<file path="src/rtl/alu_control_seq_if.sv">
// Handshake bundle between ID/EX decode and the ALU/muldiv datapath.
// master drives requests and output acceptance; slave is the control block.
interface alu_control_seq_if #(
  parameter int CTL_W = 4
);
  logic             in_valid;
  logic             in_ready;
  logic [5:0]       funct;
  logic [1:0]       aluop;
  logic             out_valid;
  logic             out_ready;
  logic [CTL_W-1:0] aluctl;
  logic             illegal;
  logic             multicycle;
  logic             busy;

  modport master (
    output in_valid, funct, aluop, out_ready,
    input  in_ready, out_valid, aluctl,
    input  illegal, multicycle, busy
  );

  modport slave (
    input  in_valid, funct, aluop, out_ready,
    output in_ready, out_valid, aluctl,
    output illegal, multicycle, busy
  );
endinterface

</file>
<file path="src/rtl/alu_control_seq.sv">
// Registered ALU control decoder with MULT/DIV countdown stall.
// Output slot is a one-entry buffer with valid/ready on both sides.
module alu_control_seq #(
  parameter int CTL_W    = 4,
  parameter int MULT_CYC = 4,
  parameter int DIV_CYC  = 8
) (
  input  logic clk,
  input  logic rst_n,
  input  logic flush,
  alu_control_seq_if.slave io
);

  localparam int MAX_CYC =
    (MULT_CYC > DIV_CYC) ? MULT_CYC : DIV_CYC;
  localparam int CNT_W = $clog2(MAX_CYC + 1);

  typedef enum logic [1:0] {
    S_EMPTY,
    S_WAIT,
    S_FULL
  } state_t;

  state_t state, state_n;
  logic [CNT_W-1:0] cnt, cnt_n;
  logic load;
  logic accept;

  logic [3:0]       dec_ctl;
  logic             dec_ill;
  logic             dec_mc;
  logic [CNT_W-1:0] dec_n;

  logic [CTL_W-1:0] ctl_q;
  logic             ill_q;
  logic             mc_q;

  always_comb begin
    dec_ctl = 4'd2;
    dec_ill = 1'b0;
    dec_mc  = 1'b0;
    dec_n   = CNT_W'(1);
    unique case (1'b1)
      (io.aluop == 2'd1): dec_ctl = 4'd6;
      (io.aluop == 2'd2): begin
        unique case (io.funct)
          6'h20, 6'h21: dec_ctl = 4'd2;
          6'h22, 6'h23: dec_ctl = 4'd6;
          6'h24:        dec_ctl = 4'd0;
          6'h25:        dec_ctl = 4'd1;
          6'h26:        dec_ctl = 4'd13;
          6'h27:        dec_ctl = 4'd12;
          6'h2A:        dec_ctl = 4'd7;
          6'h18, 6'h19: begin
            dec_ctl = 4'd8;
            dec_mc  = 1'b1;
            dec_n   = CNT_W'(MULT_CYC);
          end
          6'h1A, 6'h1B: begin
            dec_ctl = 4'd9;
            dec_mc  = 1'b1;
            dec_n   = CNT_W'(DIV_CYC);
          end
          default: begin
            dec_ctl = 4'd0;
            dec_ill = 1'b1;
          end
        endcase
      end
      default: dec_ctl = 4'd2;
    endcase
  end

  // FULL passes out_ready straight through so a drained slot refills
  assign io.in_ready = !flush &&
    (state == S_EMPTY ||
     (state == S_FULL && io.out_ready));
  assign accept = io.in_valid && io.in_ready;

  always_comb begin
    state_n = state;
    cnt_n   = cnt;
    load    = 1'b0;
    unique case (state)
      S_EMPTY: if (accept) load = 1'b1;
      S_WAIT: begin
        if (cnt == CNT_W'(1)) begin
          state_n = S_FULL;
          cnt_n   = '0;
        end else begin
          cnt_n = cnt - CNT_W'(1);
        end
      end
      S_FULL: begin
        if (accept)           load    = 1'b1;
        else if (io.out_ready) state_n = S_EMPTY;
      end
      default: begin
        state_n = S_EMPTY;
        cnt_n   = '0;
      end
    endcase
    if (load) begin
      if (dec_mc && dec_n > CNT_W'(1)) begin
        state_n = S_WAIT;
        cnt_n   = dec_n - CNT_W'(1);
      end else begin
        state_n = S_FULL;
        cnt_n   = '0;
      end
    end
    if (flush) begin
      state_n = S_EMPTY;
      cnt_n   = '0;
      load    = 1'b0;
    end
  end

  always_ff @(posedge clk) begin
    if (!rst_n) begin
      state <= S_EMPTY;
      cnt   <= '0;
      ctl_q <= '0;
      ill_q <= 1'b0;
      mc_q  <= 1'b0;
    end else begin
      state <= state_n;
      cnt   <= cnt_n;
      if (load) begin
        ctl_q <= CTL_W'(dec_ctl);
        ill_q <= dec_ill;
        mc_q  <= dec_mc;
      end
    end
  end

  assign io.out_valid  = (state == S_FULL);
  assign io.busy       = (state == S_WAIT);
  assign io.aluctl     = ctl_q;
  assign io.illegal    = ill_q;
  assign io.multicycle = mc_q;

endmodule

</file>
<file path="src/flat_wrapper.sv">
// flat-port wrapper written by rule: the top's interface ports become plain ports
module alu_control_seq_flat 
#(
  parameter int CTL_W    = 4,
  parameter int MULT_CYC = 4,
  parameter int DIV_CYC  = 8
)
  (clk, rst_n, flush, io_in_valid, io_funct, io_aluop, io_out_ready, io_in_ready, io_out_valid, io_aluctl, io_illegal, io_multicycle, io_busy);
  alu_control_seq_if #(.CTL_W(CTL_W)) io_i ();
  input  logic clk;
  input  logic rst_n;
  input  logic flush;
  input wire logic [$bits(io_i.in_valid)-1:0] io_in_valid;
  input wire logic [$bits(io_i.funct)-1:0] io_funct;
  input wire logic [$bits(io_i.aluop)-1:0] io_aluop;
  input wire logic [$bits(io_i.out_ready)-1:0] io_out_ready;
  output wire logic [$bits(io_i.in_ready)-1:0] io_in_ready;
  output wire logic [$bits(io_i.out_valid)-1:0] io_out_valid;
  output wire logic [$bits(io_i.aluctl)-1:0] io_aluctl;
  output wire logic [$bits(io_i.illegal)-1:0] io_illegal;
  output wire logic [$bits(io_i.multicycle)-1:0] io_multicycle;
  output wire logic [$bits(io_i.busy)-1:0] io_busy;
  assign io_i.in_valid = io_in_valid;
  assign io_i.funct = io_funct;
  assign io_i.aluop = io_aluop;
  assign io_i.out_ready = io_out_ready;
  assign io_in_ready = io_i.in_ready;
  assign io_out_valid = io_i.out_valid;
  assign io_aluctl = io_i.aluctl;
  assign io_illegal = io_i.illegal;
  assign io_multicycle = io_i.multicycle;
  assign io_busy = io_i.busy;
  alu_control_seq #(.CTL_W(CTL_W), .MULT_CYC(MULT_CYC), .DIV_CYC(DIV_CYC)) u_core (.clk(clk), .rst_n(rst_n), .flush(flush), .io(io_i));
endmodule
</file>
<file path="config.mk">
export PLATFORM = sky130hd
export DESIGN_NAME = alu_control_seq_flat
export DESIGN_NICKNAME = d
export VERILOG_FILES = /design/src/rtl/alu_control_seq_if.sv /design/src/rtl/alu_control_seq.sv /design/src/flat_wrapper.sv
export SDC_FILE = /design/constraint.sdc
export NUM_CORES = 1
export LEC_CHECK = 0
export BUFFER_PORTS_ARGS = -buffer_cell sky130_fd_sc_hd__buf_2
export CELL_PAD_IN_SITES_DETAIL_PLACEMENT = 0
export CELL_PAD_IN_SITES_GLOBAL_PLACEMENT = 1
export CORE_ASPECT_RATIO = 0.9
export CORE_MARGIN = 4
export CORE_UTILIZATION = 40
export CTS_CLUSTER_DIAMETER = 150
export DETAILED_ROUTE_END_ITERATION = 7
export GPL_TIMING_DRIVEN = 1
export HOLD_SLACK_MARGIN = 0.08
export PLACE_DENSITY_LB_ADDON = 0.15
export SYNTH_ARGS = -nofsm -noshare
export SYNTH_HDL_FRONTEND = slang
export SYNTH_SLANG_ARGS = --single-unit
</file>
<file path="constraint.sdc">
create_clock -name clk -period 2.7 [get_ports clk]
set_input_delay 0.27 -clock clk [delete_from_list [all_inputs] [get_ports clk]]
set_output_delay 0.27 -clock clk [all_outputs]
set_load 0.01 [all_outputs]
</file>
Yosys cells after proc, flatten, opt, wreduce, memory -nomap -nowiden
Index checks and enable logic that the tools add are counted.
{"block": "word_totals", "elab_cells": 69, "input_bits": 13, "reg_bits": 12, "out_inout_bits": 9}
{"block": "classes", "eq_ne": 23, "magnitude_cmp": 1, "reduce_logical": 16, "bitwise_logic": 1, "add_sub_neg": 2, "n_mux": 21}
{"op": "$eq A6 B6 Y1 const B", "n": 9}
{"op": "$pmux W4 S8", "n": 1}
{"op": "$eq A6 B5 Y1 const B", "n": 4}
{"op": "$pmux W4 S2", "n": 3}
{"op": "$mux W4", "n": 4}
{"op": "$reduce_or A13 Y1", "n": 1}
{"op": "$reduce_or A2 Y1", "n": 6}
{"op": "$mux W2", "n": 5}
{"op": "$sub A4 B1 Y4 const B", "n": 2}
{"op": "$mux W1", "n": 7}
{"op": "$pmux W2 S3", "n": 1}
{"op": "$eq A2 B1 Y1 const B", "n": 2}
{"op": "$eq A2 B2 Y1 const B", "n": 2}
{"op": "$eq A4 B1 Y1 const B", "n": 1}
{"op": "$gt A4 B1 Y1 const B", "n": 1}
{"op": "$logic_and A1 B1 Y1", "n": 4}
{"op": "$reduce_and A4 Y1", "n": 1}
{"op": "$reduce_or A4 Y1", "n": 1}
{"op": "$ne A3 B1 Y1 const B", "n": 1}
{"op": "$ne A3 B2 Y1 const B", "n": 1}
{"op": "$ne A3 B3 Y1 const B", "n": 1}
{"op": "$logic_not A2 Y1", "n": 1}
{"op": "$ne A2 B1 Y1 const B", "n": 1}
{"op": "$ne A2 B2 Y1 const B", "n": 1}
{"op": "3 further kinds", "n": 3}

Depth between registers and ports, before layout
Gate-level depths: netlist of the first run.
{"block": "depth", "ltp_word": 9, "ltp_mapped": 9, "ltp_nobuf": 9}

Worst setup path before layout of the first run
Ideal clock, no wire load.
{"block": "synth_path", "path_type": "input to register", "start": "in io_aluop[0]", "end": "reg u_core.cnt[2]", "path_buffers": 0, "arrival_time_ns": 1.669, "path_stages": 8, "required_time_ns": 2.626, "slack_ns": 0.957, "setup_time_ns": 0.074, "path_cell_list": "inv_1 > ha_1 > inv_1 > nor3_2 > or2b_1 > ha_1 > or2_1 > a31oi_1"}
{"block": "synth_between", "elab_cells_between_ends": 8, "cone_classes": "1 x add/sub; 1 x order compare; 1 x eq/ne; 4 x mux; 1 x reduce/logical"}
{"item": "from (decl)", "line": "flat_wrapper.sv:15", "rtl": "input wire logic [$bits(io_i.aluop)-1:0] io_aluop;"}
{"item": "$eq A2 B2 Y1", "line": "alu_control_seq.sv:45", "rtl": "(io.aluop == 2'd2): begin"}
{"item": "$mux W1", "line": "alu_control_seq.sv:43", "rtl": "unique case (1'b1)"}
{"item": "via u_core.dec_mc", "line": "alu_control_seq.sv:31", "rtl": "logic dec_mc;"}
{"item": "$logic_and A1 B1 Y1", "line": "alu_control_seq.sv:104", "rtl": "if (dec_mc && dec_n > CNT_W'(1)) begin"}
{"item": "$mux W4", "line": "alu_control_seq.sv:104"}
{"item": "$mux W4", "line": "alu_control_seq.sv:103", "rtl": "if (load) begin"}
{"item": "to (signal assigned)", "line": "alu_control_seq.sv:128", "rtl": "cnt <= cnt_n;"}
{"item": "to (decl)", "line": "alu_control_seq.sv:25", "rtl": "logic [CNT_W-1:0] cnt, cnt_n;"}
The timed path passes the listed nets, and every way through them passes these cells.
A chain may end at the register's enable or synchronous reset.

Final worst setup path of the first run
Ends and elaborated chain as after synthesis.

==> results list, run 1 <==
- Summed over all cells, the static leakage comes to slightly above 0.4 nW.
- Synthesis inferred 12 register bits.
- STA classifies the critical path startpoint as an input pin.
- Headroom to the max-slew limit came out at 64.3%.
- The tree is rooted in a clkbuf_4.
- Along the worst path, the maximum fanout reaches 5.
- Die ar.: ~2900 µm²
- Cts-stage hold buffer count: 0
- Averaged over all synthesized cells, the footprint is approximately 8.3 µm².
- Clock-pin slew on the worst setup and hold paths: 80 ps
- Summed instance area of the synthesized netlist: roughly 850 µm²
* Ports placed on the boundary: 22
- Gate count after technology mapping: a little over 100
- The initial antenna violation count is 0.
* Run status: complete, no violations
* Maximum level of the CTS H-tree: 1
* TritonCTS clock tree: done
* Pin slew with the least headroom to its limit: about 530 ps
* RSZ-0062 raised after global routing: no
- Remaining global-route overflow: 0
- Die width: approximately 57 µm
- For this block, the routed nets add up to just under 2 mm of wire.
- Pin count of the biggest net entering global routing: 10
- The area growth from synthesis to layout is 15.3%.
- The number of global-route vias before repair came to 700.
- Setup slack on the worst flop-to-flop path: around 1000 ps
* Maximum achievable frequency: around 0.57 GHz
- Among all flip-flop cells after synthesis, the most frequent one is dfxtp_1.
- Endpoint of the lowest-slack register-to-register path: u_core.cnt[2]
- Global routing used 14.5% of the available tracks.
* Post-synth net total: 120
* Starting Density: a little over two fifths
- In this run the critical register-to-register path is launched from u_core.state[1].
- 0 antenna diodes ended up in the layout.
- CTS sink count: 12
* Via count: 815
- In this run, distinct cell masters in the synthesized netlist total just over 40.
* Hold path start: rst_n
* Maximum cell stage delay along the critical path: between 300 and 400 ps
* Register area: between 200 and 250 µm²
- # resized after CTS: 0
- The final-report hold violation count came to 0.
* Final weighted congestion in routability-driven placement: 0.812
* Setup TNS: 0 ps
- Height of the die: between 50 and 60 µm
- Count of routing violations after the opening detailed-route iteration: 25
- Core footprint: just under 2000 µm²
- Port Buffers: 21
- Number of placement rows: 15
* Router iterations before antenna repair: 4
- Arrival time worst endpoint: roughly 2000 ps
* Max VDD drop: 0.242 mV
- Origin of the worst setup path: io_aluop[0]
- Global-route wire length before repair: ~3.2 mm
* Number of warnings printed during yosys synthesis: 0
- Required time of the critical path: a little under 3000 ps
- The worst register-to-register path has a depth of 5.
* Final count of pins violating max slew: 0
* Post-detail-place hpwl: approximately 1.5 mm
* Total power divided by cell area: between 300 and 400 nW/µm²
- Endpoint, Worst Hold: u_core.io.multicycle
- Sequential elements use between 20% and 30% of the synthesized area.
* Remaining antenna violation count: 0
- Setup violation total in the final timing report: 0
- Clock insertion delay at the later pin of the skew report: 270 ps
* Worst Path Class, Setup: input pin to register
* Routed wirelength normalized by instance count: 13.2 µm
- In this run, CTS created clock tree buffers numbering 3.
- Kind of end point of the critical path: register
* Post-route minimum period: approximately 1700 ps
- The tightest min-delay check is of the input pin to register type.
* Clock skew: between 6 and 7 ps
- Counting the fill cells in the layout gives 200.
- Worst Hold Path Cells: 2
- In the final layout, the multi-input gates occupy 554 µm².
- Of all flip-flops after synthesis, the portion carrying an async set or reset was 0%.
- For this design, the slowest cell found on the critical path is nor3_2.
* Post-CTS Setup Inserts: 0
- After detailed routing, the number of vias per cell comes to about 5.5.
- Across the run, the number of max-cap violations was 0.
- Walking the worst path, the cells encountered are buf_2, inv_1, ha_1, inv_1, nor3_2, or2b_1, ha_1, or2_1, a31oi_1.
- Drt drc: 0
- Number of flops mapped to enable cells by yosys: 0
- Clock buffer depth: 2
* Fraction of the cycle the final worst path needs: 64.8%
- Number of nets in the finished design: 142
* Final core utilization: 49.7%
- The post-route netlist has a little over a quarter of its cells at a drive strength greater than 1.
## layer usage
metal	track usage [%]	up-vias	wire (µm)
met5	0	-	0
met4	3.56	0	14
met3	5.71	2	137
met2	20.8	26	816
met1	20.1	378	978
li1	-	409	-
## state kept, by name, summed over array words and instances, names as in the netlist
register,count
u_core.io.multicycle,1
u_core.io.illegal,1
u_core.cnt,4
u_core.io.aluctl,4
u_core.state,2
## critical path, delay by kind of cell
family / cells / cell delay, ps
buffers and inverters: 3 / 230
AND/OR/NAND/NOR: 3 / 810
AO/OA/AOI/OAI: 1 / 180
adder cells (fa/ha/maj): 2 / 440
## synth_stat cells (all sizes together) (2+ instances only)
library cell  number  area share, %
a21boi             2            1.8
a21oi             13            7.7
a31oi              2            1.5
and2               2            1.5
buf                3            2.8
dfxtp             12             28
ha                 5            7.4
inv                7            3.1
nand2              5            2.2
nand2b             6            4.4
nand3              2            1.2
nand4b             2            2.1
nor2               6            2.7
nor2b              3            3.1
nor3               5            4.1
o21ai              7            4.6
## through the flow
| stage | setup WS (ps) | area [µm²] | instances | total power [mW] | hold slack (ps) |
|---|---|---|---|---|---|
| after floorplan | 957 | 850 | 102 | 0.227 | 392 |
| after global placement | 778 | 957 | 144 | 0.246 | 449 |
| after detailed placement | 692 | 957 | 144 | 0.247 | 461 |
| after CTS | 958 | 980 | 147 | 0.361 | 304 |
| after global routing | 773 | 980 | 147 | 0.383 | 298 |
| final | 950 | 980 | 147 | 0.355 | 310 |
## final cells by class
type	instances	share of cell area [%]
repair buffers	21	10.7
flip-flops and latches	12	24.5
well taps	25	3.19
multi-input cells	79	56.6
clock buffers	3	2.30
inverters	7	2.68
## kinds of logic after synthesis
family,after synthesis,synth area share [%]
flops,12,28.3
xor+xnor,2,2.06
fa+ha+maj,5,7.36
compound gates,33,24.0
simple gates,39,31.8
buf+inv,11,6.48
## cell usage in the layout, fill, tap and decap left out, drive strengths merged, types with 2 or more instances in the layout
cell type  Yosys  final
buf            3     21
a21oi         13     13
dfxtp         12     12
inv            7      7
o21ai          7      7
nand2b         6      6
nor2           6      6
nand2          5      5
ha             5      5
nor3           5      5
clkbuf         1      3
nor2b          3      3
nand4b         2      2
nand3          2      2
a21boi         2      2
a31oi          2      2
and2           2      2
## report_power, final
part | switching (mW) | internal (mW) | leakage [nW]
clock network | 0.0600 | 0.0516 | 0.0138
registers | 0.00111 | 0.179 | 0.0970
logic | 0.0362 | 0.0264 | 0.302
## worst max-delay path by stage
stage	end	cells past startpoint
floorplan	u_core.cnt[2]	8
global placement	u_core.cnt[2]	9
detailed placement	u_core.cnt[2]	9
CTS	u_core.cnt[2]	9
global route	u_core.cnt[2]	5
finish	u_core.cnt[2]	9
Note: power is estimated with default switching activity, not from simulation.
==> inputs of run 2 (changes only) <==
--- a/config.mk
+++ b/config.mk
@@ -10,7 +10,7 @@
 export CELL_PAD_IN_SITES_GLOBAL_PLACEMENT = 1
 export CORE_ASPECT_RATIO = 0.9
 export CORE_MARGIN = 4
-export CORE_UTILIZATION = 40
+export CORE_UTILIZATION = 37
 export CTS_CLUSTER_DIAMETER = 150
 export DETAILED_ROUTE_END_ITERATION = 7
 export GPL_TIMING_DRIVEN = 1
==> constraint.sdc (replaced) <==
create_clock -name clk -period 1.7 [get_ports clk]
set_input_delay 0.17 -clock clk [delete_from_list [all_inputs] [get_ports clk]]
set_output_delay 0.17 -clock clk [all_outputs]
set_load 0.01 [all_outputs]
==> run 2 against run 1 <==
Effect of this change: critical path depth decreased by 4; clock power up 45%; clock-buffer cell count unchanged; register-to-register slack worse by 740 ps; via count down 3.7%; wire length decreased by 4.7%; clock skew decreased by 4.3 ps; sequential share of layout area is 0.96 points lower; highest routed layer is now met3.
==> results list, run 2 (same netlist as run 1, synthesis figures left out) <==
- Run status: complete, no violations
- Setup violation total in the final timing report: 0 (unchanged)
- Drt drc: 0 (unchanged)
- The number of rows created at floorplan is 16 (+1).
* Routed via count divided by cell count: 5.10 (-8.1%)
- The sum of overflow across all layers after global routing was 0 (unchanged).
- Worst max-slew margin expressed relative to the limit: 67.9% (+3.6 points)
- Height of the die: 53.5 µm (+3.4%)
* Ports placed on the boundary: 22 (unchanged)
- The fraction of power spent switching nets is 25.3% (-2.1 points).
* Remaining antenna violation count: 0 (unchanged)
- Clock group share of total power: 29.3% (-2.2 points)
* Setup TNS: 0 ps (unchanged)
* Post-route minimum period: roughly 1500 ps
- The peak fanout along the critical path came to 4 (-1).
* Maximum level of the CTS H-tree: 1 (unchanged)
- TritonCTS built the clock tree.
- Proportion of power drawn by flip-flops and latches: 51.8% (+0.9 points)
- The hold slack came to 186 ps (-124 ps).
- The share of cells above drive strength 1 came to 29.1% (+2.9 points).
* Router iterations before antenna repair: 4 (unchanged)
* Cts bufs inserted: 3 (unchanged)
- Global-route wire length before repair: 3.22 mm (-0.65%)
- Starting Density: 38.9% (-4.2 points)
- The worst setup path is captured at a register.
* Total wire length: 1.86 mm (-4.7%)
- For this run, the top clock speed supported by timing is roughly 0.69 GHz.
- Setup repair after global routing left no endpoint under its margin.
- Hold violation count in the final report: 0 (unchanged)
* Total power divided by cell area: 543 nW/µm² (+50%)
* Count of maximum capacitance violations: 0 (unchanged)
- From synthesis to final layout, the design area changed by 20.0%.
* Final count of pins violating max slew: 0 (unchanged)
* Arrival time worst endpoint: 1650 ps (-300 ps)
- The post-detailed-placement half-perimeter wirelength is 1.53 mm (+0.49%).
- Multi-input logic area: 554 µm² (unchanged)
- Via count of the first global-routing pass: 748 (+6.9%)
* Met3 GRT Util: 5.61% (-0.097 points)
- The quantity of hold-fixing buffers added after cts was 0 (unchanged).
* Switching Power: 0.140 mW (+44%)
- The clock sink count was 12 (unchanged).
* Clk Tree Root Cell: clkbuf_4
- The combinational cell fraction of total power was 18.9% (+1.2 points).
- The total power after layout was 0.554 mW (+56%).
* Pin slew with the least headroom to its limit: 476 ps (-58.2 ps)
- The total number of nets in the final design was 147 (+3.5%).
- The total of cells resized after clock tree synthesis was 0 (unchanged).
- The placeable core region was 2180 µm² (+11%).
* GRT met2 Usage: 19.9% (-0.88 points)
* Final weighted congestion in routability-driven placement: 0.790 (-2.7%)
- Routed wirelength normalized by instance count: 12.1 µm (-9.0%)
- The number of buffers on the longest clock path was 2 (unchanged).
- Register area: 240 µm² (unchanged)
- In this run the most used layer during global routing was met2.
- The final core area utilization was 46.7% (-3.0 points).
* Overall Global Routing Usage: 13.5% (-0.99 points)
* Antenna violations before repair: 0 (unchanged)
- Die width: 58.5 µm (+3.4%)
* Worst Path Class, Setup: register to register
* Startpoint type of the worst setup path: register
- Most common library cell in the layout ignoring fill and taps: buf_2
- Cell Count Post-Placement: 151 (+4.9%)
- Number of inserted diodes: 0 (unchanged)
- Clock insertion delay at the later pin of the skew report: 260 ps (about the same)
- Clock skew: 1.99 ps (-4.32 ps)
- The total number of vias came to 785 (-3.7%).
- Post-CTS Setup Inserts: 0 (unchanged)
* P_leak: 0.437 nW (+5.8%)
- The number of filler cells placed in the layout came to 231 (+16%).
- The worst ir drop on vdd came to 0.445 mV (+84%).
- Fin cells: 154 (+4.8%)
- The initial detailed-routing violation count came to 12 (-52%).
- The path class of the tightest hold or removal check is input pin to register.
* Required time of the critical path: 1900 ps (-1000 ps)
- The top cell types in the final layout, fill and taps aside, are 21 x buf_2, 13 x a21oi_1, 12 x dfxtp_1.
* Fraction of the cycle the final worst path needs: approximately 86%
- The largest net degree at the start of global routing was 10 (unchanged).
- Internal Dissipation: 0.414 mW (+61%)
* Fraction of met1 tracks used by global routing: 18.8% (-1.3 points)
- Clock-pin slew on the worst setup and hold paths: 60 ps (-20 ps)
* Die ar.: 3130 µm² (+6.9%)
- The quantity of I/O buffers inserted on ports came to 21 (unchanged).
## run 2: cell count changes in the layout (fill, tap and decap cells not counted)
cell	before	now
buf_4	0	5
## run 2: layout make-up
| class | count | area share (%) |
|---|---|---|
| clock buffers | 3 | 2.21 |
| inverters | 7 | 2.58 |
| multi-input cells | 79 | 54.4 |
| flip-flops and latches | 12 | 23.6 |
| well taps | 27 | 3.31 |
| repair buffers | 26 | 14.0 |
## run 2: worst paths after layout
check	end	depth (start not counted)	slack (ps)	from
worst min-delay path	u_core.io.illegal	2	190	rst_n
worst max-delay path	u_core.io.aluctl[0]	5	240	u_core.state[1]
worst max register to register	u_core.io.aluctl[0]	5	240	u_core.state[1]
worst min register to register	u_core.io.aluctl[0]	2	460	u_core.io.aluctl[0]
## run 2: layer usage
layer  vias up  part of all wire [%]
met5         -                     0
met3         0                   8.4
met2        22                    39
li1        421                     -
met1       342                    53
met4         0                     0
## run 2: critical path: stages, from the launching register on
cell and delay, ps:
dfxtp_1 320, nor2b_4 140, nor4b_2 370, o2111ai_1 230
a21o_1 210, a21boi_0 130
## run 2: stage by stage
step                cell area [µm²]  setup slack (ps)
floorplan                       850              56.7
global placement                997              31.2
detailed placement              997             -25.9
CTS                            1020               222
global route                   1020              50.4
finish                         1020               243
## run 2: power by group through the flow
| stage | clock network (mW) | registers [mW] | logic (mW) |
|---|---|---|---|
| floorplan | 0 | 0.295 | 0.0659 |
| global placement | 0 | 0.293 | 0.104 |
| detailed placement | 0 | 0.293 | 0.105 |
| CTS | 0.171 | 0.287 | 0.106 |
| global route | 0.188 | 0.287 | 0.118 |
| finish | 0.162 | 0.287 | 0.105 |
